`src/rtl/multicycle_ctrl_pkg.sv`:
```
// Shared types for the multi-cycle RV32 sequencer: instruction classes, FSM
// states and trap causes, plus small class-decode helpers.
package multicycle_ctrl_pkg;

  typedef enum logic [2:0] {
    OP_ALU, OP_LOAD, OP_STORE, OP_BRANCH, OP_JUMP, OP_SYSTEM, OP_ILLEGAL
  } op_class_t;

  typedef enum logic [2:0] {
    S_FETCH, S_FETCH_WAIT, S_DECODE, S_EXECUTE,
    S_MEM_REQ, S_MEM_WAIT, S_WRITEBACK, S_TRAP
  } ctrl_state_t;

  typedef enum logic [1:0] {
    TRAP_NONE, TRAP_ILLEGAL, TRAP_MISALIGNED, TRAP_BUS_TIMEOUT
  } trap_cause_t;

  function automatic logic is_mem(op_class_t c);
    return c inside {OP_LOAD, OP_STORE};
  endfunction

  function automatic logic writes_rd(op_class_t c);
    return c inside {OP_ALU, OP_LOAD, OP_JUMP, OP_SYSTEM};
  endfunction

  // The unnamed encoding 3'b111 is treated like ILLEGAL.
  function automatic logic is_legal(op_class_t c);
    return c inside {OP_ALU, OP_LOAD, OP_STORE, OP_BRANCH, OP_JUMP, OP_SYSTEM};
  endfunction

endpackage

```
`src/rtl/multicycle_ctrl_bus_timer.sv`:
```
// Memory-wait watchdog: counts cycles spent waiting on a bus handshake and
// flags the TIMEOUT-th cycle. TIMEOUT=0 disables expiry.
module multicycle_ctrl_bus_timer #(
  parameter int unsigned TIMEOUT = 16
) (
  input  logic clk_i,
  input  logic rst_i,
  input  logic clear_i,
  input  logic en_i,
  output logic expired_o
);

  localparam int unsigned W      = (TIMEOUT > 1) ? $clog2(TIMEOUT) : 1;
  localparam int unsigned LAST_I = (TIMEOUT == 0) ? 0 : TIMEOUT - 1;
  localparam logic [W-1:0] LAST  = LAST_I[W-1:0];

  logic [W-1:0] cnt_q;

  // cnt_q holds the number of already-elapsed wait cycles, so the current
  // cycle is the TIMEOUT-th one when cnt_q == TIMEOUT-1.
  always_ff @(posedge clk_i) begin
    if (rst_i || clear_i)           cnt_q <= '0;
    else if (en_i && cnt_q != LAST) cnt_q <= cnt_q + W'(1);
  end

  assign expired_o = (TIMEOUT != 0) && en_i && (cnt_q == LAST);

endmodule

```
`src/rtl/multicycle_ctrl.sv`:
```
// Multi-cycle RV32 main sequencer: fetch/decode/execute/mem/writeback FSM with
// bus handshakes, stage enables, retire counting and trap/halt.
module multicycle_ctrl
  import multicycle_ctrl_pkg::*;
#(
  parameter int unsigned TIMEOUT = 16,
  parameter int unsigned CNT_W   = 64
) (
  input  logic              clk_i,
  input  logic              rst_i,
  input  op_class_t         op_class_i,
  input  logic              rd_nz_i,
  input  logic              branch_taken_i,
  input  logic              misaligned_i,
  output logic              imem_req_o,
  input  logic              imem_gnt_i,
  input  logic              imem_rvalid_i,
  output logic              dmem_req_o,
  output logic              dmem_we_o,
  input  logic              dmem_gnt_i,
  input  logic              dmem_rvalid_i,
  output logic              fetch_en_o,
  output logic              decode_en_o,
  output logic              execute_en_o,
  output logic              mem_en_o,
  output logic              rf_we_o,
  output logic              pc_en_o,
  output logic              pc_sel_o,
  output logic              retire_o,
  output logic              halt_o,
  output trap_cause_t       trap_cause_o,
  output logic [CNT_W-1:0]  instret_o
);

  ctrl_state_t state_q, state_n;
  trap_cause_t cause_q, cause_n;
  logic        taken_q;
  logic [CNT_W-1:0] instret_q;
  logic        tmr_clear, tmr_en, tmr_expired;
  logic        imem_done, dmem_first, dmem_done;

  assign imem_done  = imem_gnt_i & imem_rvalid_i;
  assign dmem_first = dmem_gnt_i & dmem_rvalid_i;
  assign dmem_done  = (state_q == S_MEM_REQ) ? dmem_first : dmem_rvalid_i;

  // One budget covers req+wait of an access; it restarts only on a fresh access.
  assign tmr_en    = state_q inside {S_FETCH, S_FETCH_WAIT, S_MEM_REQ, S_MEM_WAIT};
  assign tmr_clear = (state_n == S_FETCH   && state_q != S_FETCH) ||
                     (state_n == S_MEM_REQ && state_q != S_MEM_REQ);

  multicycle_ctrl_bus_timer #(.TIMEOUT(TIMEOUT)) u_timer (
    .clk_i     (clk_i),
    .rst_i     (rst_i),
    .clear_i   (tmr_clear),
    .en_i      (tmr_en),
    .expired_o (tmr_expired)
  );

  always_ff @(posedge clk_i) begin
    if (rst_i) begin
      state_q   <= S_FETCH;
      cause_q   <= TRAP_NONE;
      taken_q   <= 1'b0;
      instret_q <= '0;
    end else begin
      state_q <= state_n;
      if (state_q != S_TRAP && state_n == S_TRAP) cause_q <= cause_n;
      if (state_q == S_EXECUTE) taken_q <= branch_taken_i;
      if (state_q == S_WRITEBACK) instret_q <= instret_q + CNT_W'(1);
    end
  end

  // Completion in the expiring cycle takes priority over the timeout.
  always_comb begin
    state_n = state_q;
    cause_n = TRAP_NONE;
    case (state_q)
      S_FETCH:
        if (imem_done)        state_n = S_DECODE;
        else if (tmr_expired) begin state_n = S_TRAP; cause_n = TRAP_BUS_TIMEOUT; end
        else if (imem_gnt_i)  state_n = S_FETCH_WAIT;
      S_FETCH_WAIT:
        if (imem_rvalid_i)    state_n = S_DECODE;
        else if (tmr_expired) begin state_n = S_TRAP; cause_n = TRAP_BUS_TIMEOUT; end
      S_DECODE:
        if (!is_legal(op_class_i)) begin state_n = S_TRAP; cause_n = TRAP_ILLEGAL; end
        else                       state_n = S_EXECUTE;
      S_EXECUTE:
        if (!is_mem(op_class_i)) state_n = S_WRITEBACK;
        else if (misaligned_i)   begin state_n = S_TRAP; cause_n = TRAP_MISALIGNED; end
        else                     state_n = S_MEM_REQ;
      S_MEM_REQ, S_MEM_WAIT:
        if (dmem_done)        state_n = S_WRITEBACK;
        else if (tmr_expired) begin state_n = S_TRAP; cause_n = TRAP_BUS_TIMEOUT; end
        else if (state_q == S_MEM_REQ && dmem_gnt_i) state_n = S_MEM_WAIT;
      S_WRITEBACK: state_n = S_FETCH;
      S_TRAP:      state_n = S_TRAP;
      default:     state_n = S_FETCH;
    endcase
  end

  always_comb begin
    imem_req_o   = 1'b0;
    dmem_req_o   = 1'b0;
    dmem_we_o    = 1'b0;
    fetch_en_o   = 1'b0;
    decode_en_o  = 1'b0;
    execute_en_o = 1'b0;
    mem_en_o     = 1'b0;
    rf_we_o      = 1'b0;
    pc_en_o      = 1'b0;
    pc_sel_o     = 1'b0;
    retire_o     = 1'b0;
    halt_o       = 1'b0;
    if (!rst_i) begin
      case (state_q)
        S_FETCH:      begin imem_req_o = 1'b1; fetch_en_o = imem_done; end
        S_FETCH_WAIT: fetch_en_o = imem_rvalid_i;
        S_DECODE:     decode_en_o = 1'b1;
        S_EXECUTE:    execute_en_o = 1'b1;
        S_MEM_REQ: begin
          dmem_req_o = 1'b1;
          dmem_we_o  = (op_class_i == OP_STORE);
          mem_en_o   = dmem_done & (op_class_i == OP_LOAD);
        end
        S_MEM_WAIT:   mem_en_o = dmem_done & (op_class_i == OP_LOAD);
        S_WRITEBACK: begin
          pc_en_o  = 1'b1;
          retire_o = 1'b1;
          rf_we_o  = rd_nz_i & writes_rd(op_class_i);
          pc_sel_o = (op_class_i == OP_JUMP) | ((op_class_i == OP_BRANCH) & taken_q);
        end
        S_TRAP:       halt_o = 1'b1;
        default:      ;
      endcase
    end
  end

  assign trap_cause_o = cause_q;
  assign instret_o    = instret_q;

endmodule

```
`config.mk`:
```
export PLATFORM = sky130hd
export DESIGN_NAME = multicycle_ctrl
export DESIGN_NICKNAME = d
export VERILOG_FILES = /design/src/rtl/multicycle_ctrl_pkg.sv /design/src/rtl/multicycle_ctrl_bus_timer.sv /design/src/rtl/multicycle_ctrl.sv
export SDC_FILE = /design/constraint.sdc
export NUM_CORES = 1
export LEC_CHECK = 0
export ABC_AREA = 1
export BUFFER_PORTS_ARGS = -buffer_cell sky130_fd_sc_hd__buf_2
export CORE_MARGIN = 4
export CORE_UTILIZATION = 55
export DETAILED_ROUTE_END_ITERATION = 8
export GPL_TIMING_DRIVEN = 0
export PLACE_DENSITY = 0.84
export SKIP_LAST_GASP = 1
export SYNTH_ARGS = -nofsm -noshare
export SYNTH_HDL_FRONTEND = slang
export SYNTH_HIERARCHICAL = 1
export SYNTH_SLANG_ARGS = --single-unit
```
`constraint.sdc`:
```
create_clock -name clk_i -period 2 [get_ports clk_i]
set_input_delay 0.1 -clock clk_i [delete_from_list [all_inputs] [get_ports clk_i]]
set_output_delay 0.1 -clock clk_i [all_outputs]
set_load 0.05 [all_outputs]
```
# Word-level counts from Yosys, hierarchy flattened
# Index checks and enable logic that the tools add are counted.
[totals] regBits=74 input_bits=12 output_inout_bits=78 word_cells=91
[op_classes] n_addsub=2 eq_ne=18 mux=43 bitwise_logic=6 n_reduce_logical=17
[ops] operator="adder 64 x 1 -> 64 bit (second input constant)" n=1
[ops] operator="2-to-1 mux 3 bit" n=9
[ops] operator="equality test 3 bit (second input constant)" n=8
[ops] operator="2-to-1 mux 1 bit" n=23
[ops] operator="case mux 3 bit (7 select lines)" n=1
[ops] operator="2-to-1 mux 2 bit" n=8
[ops] operator="equality test 3 x 2 -> 1 bit (second input constant)" n=4
[ops] operator="case mux 2 bit (5 select lines)" n=1
[ops] operator="logical NOT 3 bit" n=3
[ops] operator="nonzero test 4 bit" n=2
[ops] operator="equality test 3 x 1 -> 1 bit (second input constant)" n=2
[ops] operator="logical AND 1 bit" n=6
[ops] operator="!= test 3 bit (second input constant)" n=2
[ops] operator="nonzero test 6 bit" n=1
[ops] operator="AND 1 bit" n=5
[ops] operator="adder 4 x 1 -> 4 bit (second input constant)" n=1
[ops] operator="equality test 4 bit (second input constant)" n=1
[ops] operator="!= test 4 bit (second input constant)" n=1
[ops] operator="nonzero test 3 bit" n=1
[ops] operator="logical OR 1 bit" n=2
[ops] operator="case mux 1 bit (2 select lines)" n=1
[ops] operator="nonzero test 2 bit" n=1
[ops] operator="OR reduction 2 bit" n=1
[ops] operator="bitwise OR 1 bit" n=1

# Logic depth before layout (Yosys ltp)
# Gate-level depths: netlist of run 1.
[depth] word_depth=10 ltp_mapped=14 ltp_nobuf=13

# By module
# Netlist of run 1, hierarchy kept.
[by_module_without_submodules] mod="multicycle_ctrl" n_inst=1 cells_per_inst=781 area_per_inst_um2=4569.4 seq_area_each_um2=1401.3
[by_module_without_submodules] mod="multicycle_ctrl_bus_timer" n_inst=1 cells_per_inst=31 area_per_inst_um2=209.0 seq_area_each_um2=80.1

# Worst setup path before layout of run 1
# No wires, ideal clock.
[synth_path] path_type="reg-to-output" from="register state_q[0]" to="output pc_sel_o" arrival_time_ns=2.448 required_ns=1.900 slack_ns=-0.548 path_stages_with_launch=8 n_path_buf=2 cell_sequence="dfxtp_1 > buf_6 > inv_4 > nand3_4 > buf_1 > nor2_1 > inv_1 > a21oi_1"
[synth_via] elab_chain_cells=3
[synth_rtl] item="start, declared" line_no="multicycle_ctrl.sv:35" text="ctrl_state_t state_q, state_n;"
[synth_rtl] item="start signal, assigned" line_no="multicycle_ctrl.sv:66" text="state_q <= state_n;"
[synth_rtl] item="equality test 3 bit" line_no="multicycle_ctrl.sv:116" text="case (state_q)"
[synth_rtl] item="2-to-1 mux 1 bit" line_no="multicycle_ctrl.sv:116"
[synth_rtl] item="2-to-1 mux 1 bit" line_no="multicycle_ctrl.sv:115" text="if (!rst_i) begin"
[synth_rtl] item="end, declared" line_no="multicycle_ctrl.sv:28" text="output logic pc_sel_o,"
# Every way passes these cells.

# Worst setup path after layout of run 1
[layout_path] from="input rst_i" to="output dmem_we_o"
[layout_via] elab_chain_cells=1
[layout_rtl] item="start, declared" line_no="multicycle_ctrl.sv:10" text="input logic rst_i,"
[layout_rtl] item="2-to-1 mux 1 bit" line_no="multicycle_ctrl.sv:115"
[layout_rtl] item="end, declared" line_no="multicycle_ctrl.sv:19" text="output logic dmem_we_o,"
# Every way passes these cells.

==> out/qor.csv, run 1 <==
metric;value;unit
status;complete, no violations;
critPathKind;in -> out;
place.gp.congestion;0.913;
cts_max_path_buffers;2;
placed_cell_area;5380;um2
cts_max_level;3;
worstRegToRegCells;13;
drc;0;
postRouteAntennaNets;0;
path_depth;5;
total_power;4.08;mW
worst_clock_skew;10.7;ps
crit_fanout;10;
yosysSeqAreaShare;0.310;
finalInstanceArea;5730;um2
r2r_start;state_q[1];
drv_slew;0;
vdd_ir_drop_max;0.487;mV
fp.coreArea;8340;um2
drt_wl_total;13900;um
critPathCaptureType;output pin;
post-route-period-util;0.961;
grt_util_all_layers;0.269;
overflow;0;
via_per_inst;5.32;
grt_use_met3;0.0386;
busiest_layer;met2;
fill_cells;793;
drt_pre_antenna_iters;5;
min_path_type;in -> reg;
cts_buffers;9;
crit_path_start;rst_i;
drtIter0Drc;469;
slowest_stage;buf_1;
die_h;101;um
ys.warnings.count;6;
grt_first_pass_wirelength;22200;um
portBuffers;89;
start_kind;input pin;
gr-usage-met2;0.426;
clock-root-buffer;clkbuf_8;
row_count;33;
max_stage_delay;640;ps
hold_viol;0;
grt_start_max_net_pins;13;
syn_nets;826;
diodes;0;
path_clk_slew;80;ps
grt_pass1_vias;4776;
synth_cells;812;
worst_pin_slew;762;ps
multi_input_area;2950;um2
grt_antenna_before_repair;0;
drive_above_1_share;0.177;
cp_cell_sequence;buf_2, clkbuf_1, buf_1, nor3_1, buf_2;
grtUsageMet1;0.365;
cts_sinks;74;
worstSetupEndpoint;dmem_we_o;
via_count;5460;
finalSetupViolCount;0;
final_nets;931;
worstSkewPairLatency;360;ps
rrSetupSlack;90;ps
yosysUniqueCellTypes;40;
crit_required;1900;ps
die_x;101;um
critPathTopFamily;buffers and inverters;
p_leak;2.42;nW
place_hpwl;10600;um
cts_tree;done;
maxCapViolCount;0;
powerDensity;713;nW/um2
wire_per_inst;13.6;um
slew_headroom;0.492;
period_minus_slack;1920;ps
synthesis.area;4780;um2
cp_num_buf_inv;4;
max_freq;0.520;GHz
syn_to_final_growth;19.8;%
initial_core_util;0.573;
dieArea;10200;um2
cpMostUsedCell;buf_2;
r2r-end;u_timer/cnt_q[2];
synth-seq-cells;74;
io_pins;90;
avgSynthCellArea;5.88;um2
worstPathArrival;1820;ps
regArea;1490;um2
cell usage in the layout (no fill, tap or decap), types with 7 or more instances in the layout:
cell type    n
a21oi_1     39
buf_2       89
nand2_1    258
nand3_1     35
clkbuf_8    11
o21ai_0     30
nor2_1     173
nor2_2      11
dfxtp_1     70
nand4_1     18
xnor2_1      7
inv_1       89
nor3_1       9
tightest hold or removal path, cell delays in order:
cell and delay (ps):
buf_2 100, nor2_2 50, nand2_1 60, nor2_1 30
cells in the mapped netlist, drive strengths merged:
| library cell | instances | area share |
|---|---|---|
| nor4 | 3 | 0.0039 |
| and2 | 1 | 0.0013 |
| nor2 | 190 | 0.16 |
| o21a | 3 | 0.0047 |
| nor3 | 15 | 0.024 |
| xnor2 | 7 | 0.013 |
| nor3b | 2 | 0.0042 |
| nand2 | 264 | 0.21 |
| o211ai | 1 | 0.0016 |
| dfxtp | 74 | 0.31 |
| ha | 2 | 0.0052 |
| clkinv | 1 | 0.0010 |
| nand3 | 39 | 0.046 |
| and3 | 1 | 0.0013 |
| o21ai | 32 | 0.034 |
| inv | 93 | 0.074 |
| nand4 | 20 | 0.032 |
| a31oi | 3 | 0.0039 |
| a21oi | 40 | 0.042 |
| xor2 | 5 | 0.0092 |
| o21bai | 1 | 0.0016 |
| buf | 9 | 0.010 |
| clkbuf | 6 | 0.0047 |
stage by stage:
stage	setup slack (ps)	std cells	hold WS, ps	TNS (ps)	utilization
2_1_floorplan	-16.1	812	264	-16.1	-
3_3_place_gp	-118	1006	362	-417	0.646
3_5_place_dp	-100	1006	366	-368	0.646
4_1_cts	5.01	1022	54.6	0	0.675
5_1_grt	-19.4	1026	39.1	-44.6	0.687
6_report	78.0	1026	30.6	0	0.687
what timing repair did:
item                       4_1_cts  5_1_grt
hold endpoints to repair         1        0
setup endpoints to repair        5       14
hold buffers                     1        0
setup buffers                    0        4
resized for setup                4       20
pin swaps                        0        4
cells by family after synthesis:
group / synth area share
compound gates: 0.0872
xor+xnor: 0.0220
fa+ha+maj: 0.00524
buf+inv: 0.0898
flops: 0.310
simple gates: 0.486
layer usage:
metal,vias up,share of wire
li1,2758,-
met1,2411,0.44
met2,250,0.45
met3,41,0.080
met4,0,0.035
met5,-,0
worst min path at each step:
stage,start,endpoint,depth (start not counted)
3_5_place_dp,branch_taken_i,taken_q,3
4_1_cts,rst_i,u_timer/cnt_q[3],4
2_1_floorplan,branch_taken_i,taken_q,2
6_report,rst_i,u_timer/cnt_q[0],4
3_3_place_gp,branch_taken_i,taken_q,3
5_1_grt,rst_i,u_timer/cnt_q[0],4
layout make-up:
| cell class | instances | area share |
|---|---|---|
| Multi-Input combinational cell | 629 | 0.515 |
| Sequential cell | 74 | 0.260 |
| Timing Repair Buffer | 94 | 0.0852 |
| Inverter | 94 | 0.0629 |
| Clock buffer | 11 | 0.0264 |
| Tap cell | 105 | 0.0229 |
| Buffer | 15 | 0.0146 |
| Clock inverter | 4 | 0.0131 |
where the power goes:
group / internal, mW / total, mW / leakage [nW] / switching (mW)
clock network: 0.764 / 1.36 / 0.108 / 0.598
registers: 1.55 / 1.61 / 0.599 / 0.0550
logic: 0.342 / 1.11 / 1.71 / 0.771
total: 2.66 / 4.08 / 2.42 / 1.42
sequential cells by signal (all words and copies together), names as in the netlist:
name / flops
trap_cause_o: 2
state_q: 3
instret_o: 64
taken_q: 1
u_timer/cnt_q: 4
Power figures use the tool's default switching activity.
==> run 2, diff against run 1 <==
Settings changed: BUFFER_PORTS_ARGS -buffer_cell sky130_fd_sc_hd__buf_2 to -buffer_cell sky130_fd_sc_hd__clkbuf_2, SYNTH_HIERARCHICAL 1 to unset.
==> run 2 against run 1 <==
Against the previous run: global-route usage is 3.3 points higher; clock power is 20% lower; clock skew is 6.0 ps higher; sequential power hardly changed; critical path depth is 4 higher; critical path type is now reg -> reg; largest power group unchanged; register-to-register slack better by 30 ps; non-clock buffer count is 2 lower; count of clock-buffer cells in the layout is 1 lower.
==> out/qor.csv, run 2 <==
metric;value;unit
avgSynthCellArea;5.85;um2
grt_util_all_layers;0.303;
drt_pre_antenna_iters;5;
regArea;1490;um2
worst_clock_skew;16.7;ps
cts_sinks;74;
dieArea;10400;um2
portBuffers;88;
period_minus_slack;1880;ps
clock-root-buffer;clkbuf_8;
cts_buffers;9;
layout_commonest_cell;nand2_1;
worstRegToRegCells;9;
worstSkewPairLatency;360;ps
yosysTopAreaCellShare;0.304;
drc;0;
rsz0062_at_grt;yes;
grt_first_pass_wirelength;24700;um
holdWs;10.7;ps
post-synth-top-count-cell;nand2_1;
grt_pass1_vias;4989;
row_count;34;
ys.warnings.count;0;
syn_to_final_growth;16.9;%
p_leak;2.19;nW
synth-seq-cells;74;
die_x;102;um
final_cell_mix;297 x nand2_1, 162 x nor2_1, 85 x clkbuf_2, 78 x inv_1, 71 x dfxtp_1;
max_freq;0.531;GHz
dp_cells;1029;
drive_above_1_share;0.158;
initial_core_util;0.561;
drv_slew;0;
min_path_type;in -> reg;
status;complete, no violations;
post-route-period-util;0.942;
vdd_ir_drop_max;0.534;mV
final_nets;948;
place_hpwl;12100;um
synthTopCellsByArea;dfxtp_1 30%, nand2_1 23%, nor2_1 13%, inv_1 6.0%, a21oi_1 5.6%;
maxCapViolCount;0;
synthesis.area;4870;um2
synth_cells;833;
yosys-top-cells-count;298 x nand2_1, 166 x nor2_1, 78 x inv_1;
die_h;102;um
fp.coreArea;8680;um2
powerDensity;616;nW/um2
crit_required;2230;ps
rrSetupSlack;120;ps
drt_wl_total;15300;um
largest_register_ffs;64;
synth_edf_count;0;
r2r-end;instret_o[39];
start_kind;flip-flop;
syn_nets;847;
via_per_inst;5.31;
critPathKind;reg -> reg;
wire_per_inst;14.6;um
finalSetupViolCount;0;
async_reset_ff_frac;0;
fill_cells;824;
overflow;0;
cts_max_path_buffers;2;
hold_viol;0;
stdcell_count;1046;
worstPathArrival;2110;ps
place.gp.congestion;0.998;
slew_headroom;0.565;
cts_tree;done;
yosysUniqueCellTypes;36;
io_pins;90;
critPathCaptureType;flip-flop;
worstSetupEndpoint;instret_o[39];
path_clk_slew;90;ps
yosys.area.top_type;dfxtp_1;
r2r_start;instret_o[2];
yosysSeqAreaShare;0.304;
grt_antenna_before_repair;0;
crit_fanout;7;
postRouteAntennaNets;0;
cts_max_level;3;
ctsHoldBuffers;0;
crit_path_start;instret_o[2];
multi_input_area;3050;um2
grt_start_max_net_pins;13;
diodes;0;
postLayoutCoreUtil;0.657;
via_count;5550;
drtIter0Drc;330;
worst_pin_slew;652;ps
synth_flop_cell;dfxtp_1;
## run 2: changes by cell type after synthesis, moves of 4 or more
cell     delta
a21oi_1    +15
o21ai_1     +4
nand2_1    +40
nor3_1      -4
inv_1      -12
o21ai_0     -9
xnor2_1    +12
nand4_1    -11
nand3_1     -5
nor2_1     -16
## run 2: cells by family (layout without fill, tap and decap cells)
kind of cell | Yosys count | in the layout | share of synthesized area
adders and majority gates | 2 | 2 | 0.00514
DFF | 74 | 74 | 0.304
buffers and inverters | 102 | 207 | 0.0801
and+or+nand+nor | 538 | 538 | 0.465
AOI/OAI and AO/OA | 92 | 92 | 0.100
xor gates and xnor gates | 25 | 25 | 0.0449
## run 2: worst min-delay path by stage
stage,startpoint,to,slack [ps],cells past startpoint
6_report,branch_taken_i,taken_q,10,3
5_1_grt,branch_taken_i,taken_q,30,3
4_1_cts,branch_taken_i,taken_q,5,3
3_5_place_dp,branch_taken_i,taken_q,380,3
3_3_place_gp,branch_taken_i,taken_q,360,3
2_1_floorplan,branch_taken_i,taken_q,260,2
## run 2: where the power goes
part | switching, mW | leakage (nW) | internal (mW) | total (mW)
combinational | 0.584 | 1.50 | 0.242 | 0.826
sequential | 0.0634 | 0.598 | 1.53 | 1.60
clock | 0.613 | 0.0879 | 0.474 | 1.09
total | 1.26 | 2.19 | 2.25 | 3.51
## run 2: per-layer routing
layer / part of all wire / wire length (um) / GRT usage
met5: 0 / 0 / 0
met4: 0.030 / 463 / 0.113
met3: 0.082 / 1250 / 0.0444
met2: 0.44 / 6770 / 0.470
met1: 0.44 / 6800 / 0.427
## run 2: cell type report
| class | instances | area share |
|---|---|---|
| clock buffer | 10 | 0.0242 |
| timing repair buffer | 90 | 0.0812 |
| clock inverter | 5 | 0.00549 |
| sequential | 74 | 0.261 |
| multi-input combinational | 657 | 0.535 |
| tap | 108 | 0.0237 |
| buffer | 17 | 0.0134 |
| inverter | 85 | 0.0560 |
## run 2: worst max-delay path, stage by stage, from the launching register on
cell and delay, ps:
dfxtp_1 520, nand3_1 230, nor2_4 230, nand3_2 150, nor2_4 160, nand4_2 150
nor2_1 140, nand2_1 60, nand2_1 70, nor2_1 30
## run 2: repair_timing
| action | in CTS | in global routing |
|---|---|---|
| buffers inserted | 0 | 2 |
| resized for setup | 1 | 17 |
| pin swaps | 0 | 2 |
| gates cloned | 0 | 0 |
| setup endpoints to repair | 1 | 17 |
## run 2: per-stage QoR
step | power (mW) | cell area (um2) | TNS, ps | worst slack [ps]
2_1_floorplan | 2.24 | 4890 | 0 | 34.7
3_3_place_gp | 2.42 | 5460 | 0 | 34.8
3_5_place_dp | 2.42 | 5460 | 0 | 5.89
4_1_cts | 3.48 | 5640 | 0 | 4.88
5_1_grt | 3.68 | 5700 | -15.0 | -9.30
6_report | 3.51 | 5700 | 0 | 117
==> run 3, diff against run 2 <==
Settings changed: BUFFER_PORTS_ARGS -buffer_cell sky130_fd_sc_hd__clkbuf_2 to unset, DONT_BUFFER_PORTS set to 1, PLACE_DENSITY 0.84 to 0.78.
Clock period 2 ns to 1.7 ns, I/O delays scaled along.
==> run 3 against run 2 <==
Against the previous run: the run now ends with setup timing left; global-route usage rose by 2.9 points; cell count is 6.0% lower; sequential power up 16%; die area unchanged; largest power group unchanged; worst hold slack better by 28 ps; sequential share of layout area about the same; count of clock-buffer cells in the layout grew 1; setup slack got worse by 330 ps; critical path depth down 3; critical path type is now reg -> out.
==> out/qor.csv, run 3 (synthesized netlist as in run 2, its figures left out) <==
metric;value;unit
rsz0062_at_grt;yes;
cellInternalPower;3.00;mW
place.gp.congestion;0.999;
period_minus_slack;1910;ps
status;finished, violations left;
clock-root-buffer;clkbuf_8;
placed_cell_area;5090;um2
cts_sinks;74;
grt_pass1_vias;5165;
drtIter0Drc;462;
final_nets;884;
cp_num_buf_inv;3;
worstPathArrival;1830;ps
max_freq;0.523;GHz
diodes;0;
critPathCaptureType;output pin;
vdd_ir_drop_max;0.742;mV
postRouteAntennaNets;0;
place_hpwl;12900;um
via_per_inst;5.75;
worstSkewPairLatency;360;ps
wire_per_inst;18.1;um
p_leak;2.41;nW
switchingPower;1.59;mW
min_path_type;in -> reg;
row_count;34;
drt_wl_total;17800;um
regArea;1710;um2
grt_util_all_layers;0.332;
cts_tree;done;
finalSetupViolCount;25;
grt_antenna_before_repair;0;
largest_register_ffs;64;
hold_viol;0;
worst_pin_slew;933;ps
dieArea;10400;um2
crit_required;1620;ps
combPwrFrac;0.257;
maxCapViolCount;0;
p_seq_frac;0.404;
powerDensity;702;nW/um2
max_stage_delay;340;ps
critPathTopFamily;buffers and inverters;
cts_max_path_buffers;2;
final_cell_mix;233 x nand2_1, 88 x nor2_1, 74 x inv_1, 57 x dfxtp_4, 50 x nand2_2;
path_clk_slew;80;ps
overflow;0;
syn_to_final_growth;34.4;%
layout_commonest_cell;nand2_1;
die_h;102;um
fill_cells;659;
pwr-share-clk;0.339;
violations;setup timing;
multi_input_area;3850;um2
drc;0;
setup_slack;-210;ps
initial_core_util;0.561;
portBuffers;0;
grt_start_max_net_pins;13;
swShare;0.346;
cp_cell_sequence;buf_6, nand3_4, buf_8, nor2_4, inv_2, a21oi_4;
fp.coreArea;8680;um2
worst_clock_skew;14.2;ps
via_count;5656;
slew_headroom;0.378;
start_kind;flip-flop;
total_power;4.60;mW
cts_buffers;9;
drive_above_1_share;0.360;
grt_first_pass_wirelength;26600;um
cts_max_level;3;
slowest_stage;a21oi_4;
post-route-period-util;1.12;
crit_fanout;7;
finalInstanceArea;6550;um2
io_pins;90;
drt_pre_antenna_iters;5;
drv_slew;0;
die_x;102;um
critPathKind;reg -> out;
## run 3: cell count changes in the layout (fill, tap and decap cells not counted), moves of 7 or more
cell | previous run | this run
dfxtp_4 | 0 | 57
nand2_2 | 4 | 50
buf_4 | 4 | 22
nor2_4 | 8 | 43
nand2_1 | 297 | 233
nand2_4 | 0 | 18
nor2_1 | 162 | 88
clkbuf_2 | 85 | 3
nor2_2 | 6 | 45
dfxtp_1 | 71 | 7
dfxtp_2 | 3 | 10
## run 3: cell type report
cell class              instances  share of cell area
plain buffers                  17              0.0145
clock buffers                  11              0.0216
clock inverters                 5              0.0118
inverters                      85              0.0501
multi-input cells             657               0.589
flip-flops and latches         74               0.261
well taps                     108              0.0206
repair buffers                 26              0.0319
## run 3: repair_timing
action	in CTS	in global routing
hold endpoints to repair	1	0
setup endpoints to repair	61	65
hold buffers	1	0
pin swaps	23	31
buffers inserted	13	12
gates resized for setup	173	166
## run 3: worst paths after layout
kind,startpoint,to,slack [ps],depth (start not counted)
min,op_class_i[1],trap_cause_o[1],40,3
max reg2reg,instret_o[0],instret_o[34],-170,8
max,state_q[1],pc_sel_o,-210,6
min reg2reg,taken_q,taken_q,520,2
## run 3: power groups by stage
stage	combinational (mW)	sequential (mW)	clock [mW]
finish	1.18	1.86	1.56
global placement	0.868	1.95	0
CTS	1.00	1.84	1.56
floorplan	0.710	1.93	0
global route	1.28	1.87	1.64
detailed placement	0.877	1.95	0
## run 3: worst min-delay path, delay by kind of cell
kind	cells	cell delay (ps)
AO/OA/AOI/OAI	1	40
AND/OR/NAND/NOR	2	230
## run 3: per-layer routing
| metal | wire (um) | global-route usage | share of wire |
|---|---|---|---|
| met4 | 763 | 0.156 | 0.043 |
| met2 | 8620 | 0.540 | 0.48 |
| met1 | 6610 | 0.408 | 0.37 |
| met3 | 1800 | 0.0894 | 0.10 |
| met5 | 0 | 0 | 0 |
## run 3: per-stage QoR
stage / hold slack, ps / util / setup WS (ps) / instances / setup TNS (ps)
detailed placement: 273 / 0.587 / -490 / 941 / -13210
global placement: 265 / 0.587 / -496 / 941 / -12490
floorplan: 249 / - / -74.4 / 833 / -74.4
global route: 52.4 / 0.755 / -272 / 983 / -6260
finish: 38.4 / 0.755 / -210 / 983 / -2430
CTS: 35.5 / 0.677 / -194 / 971 / -1500
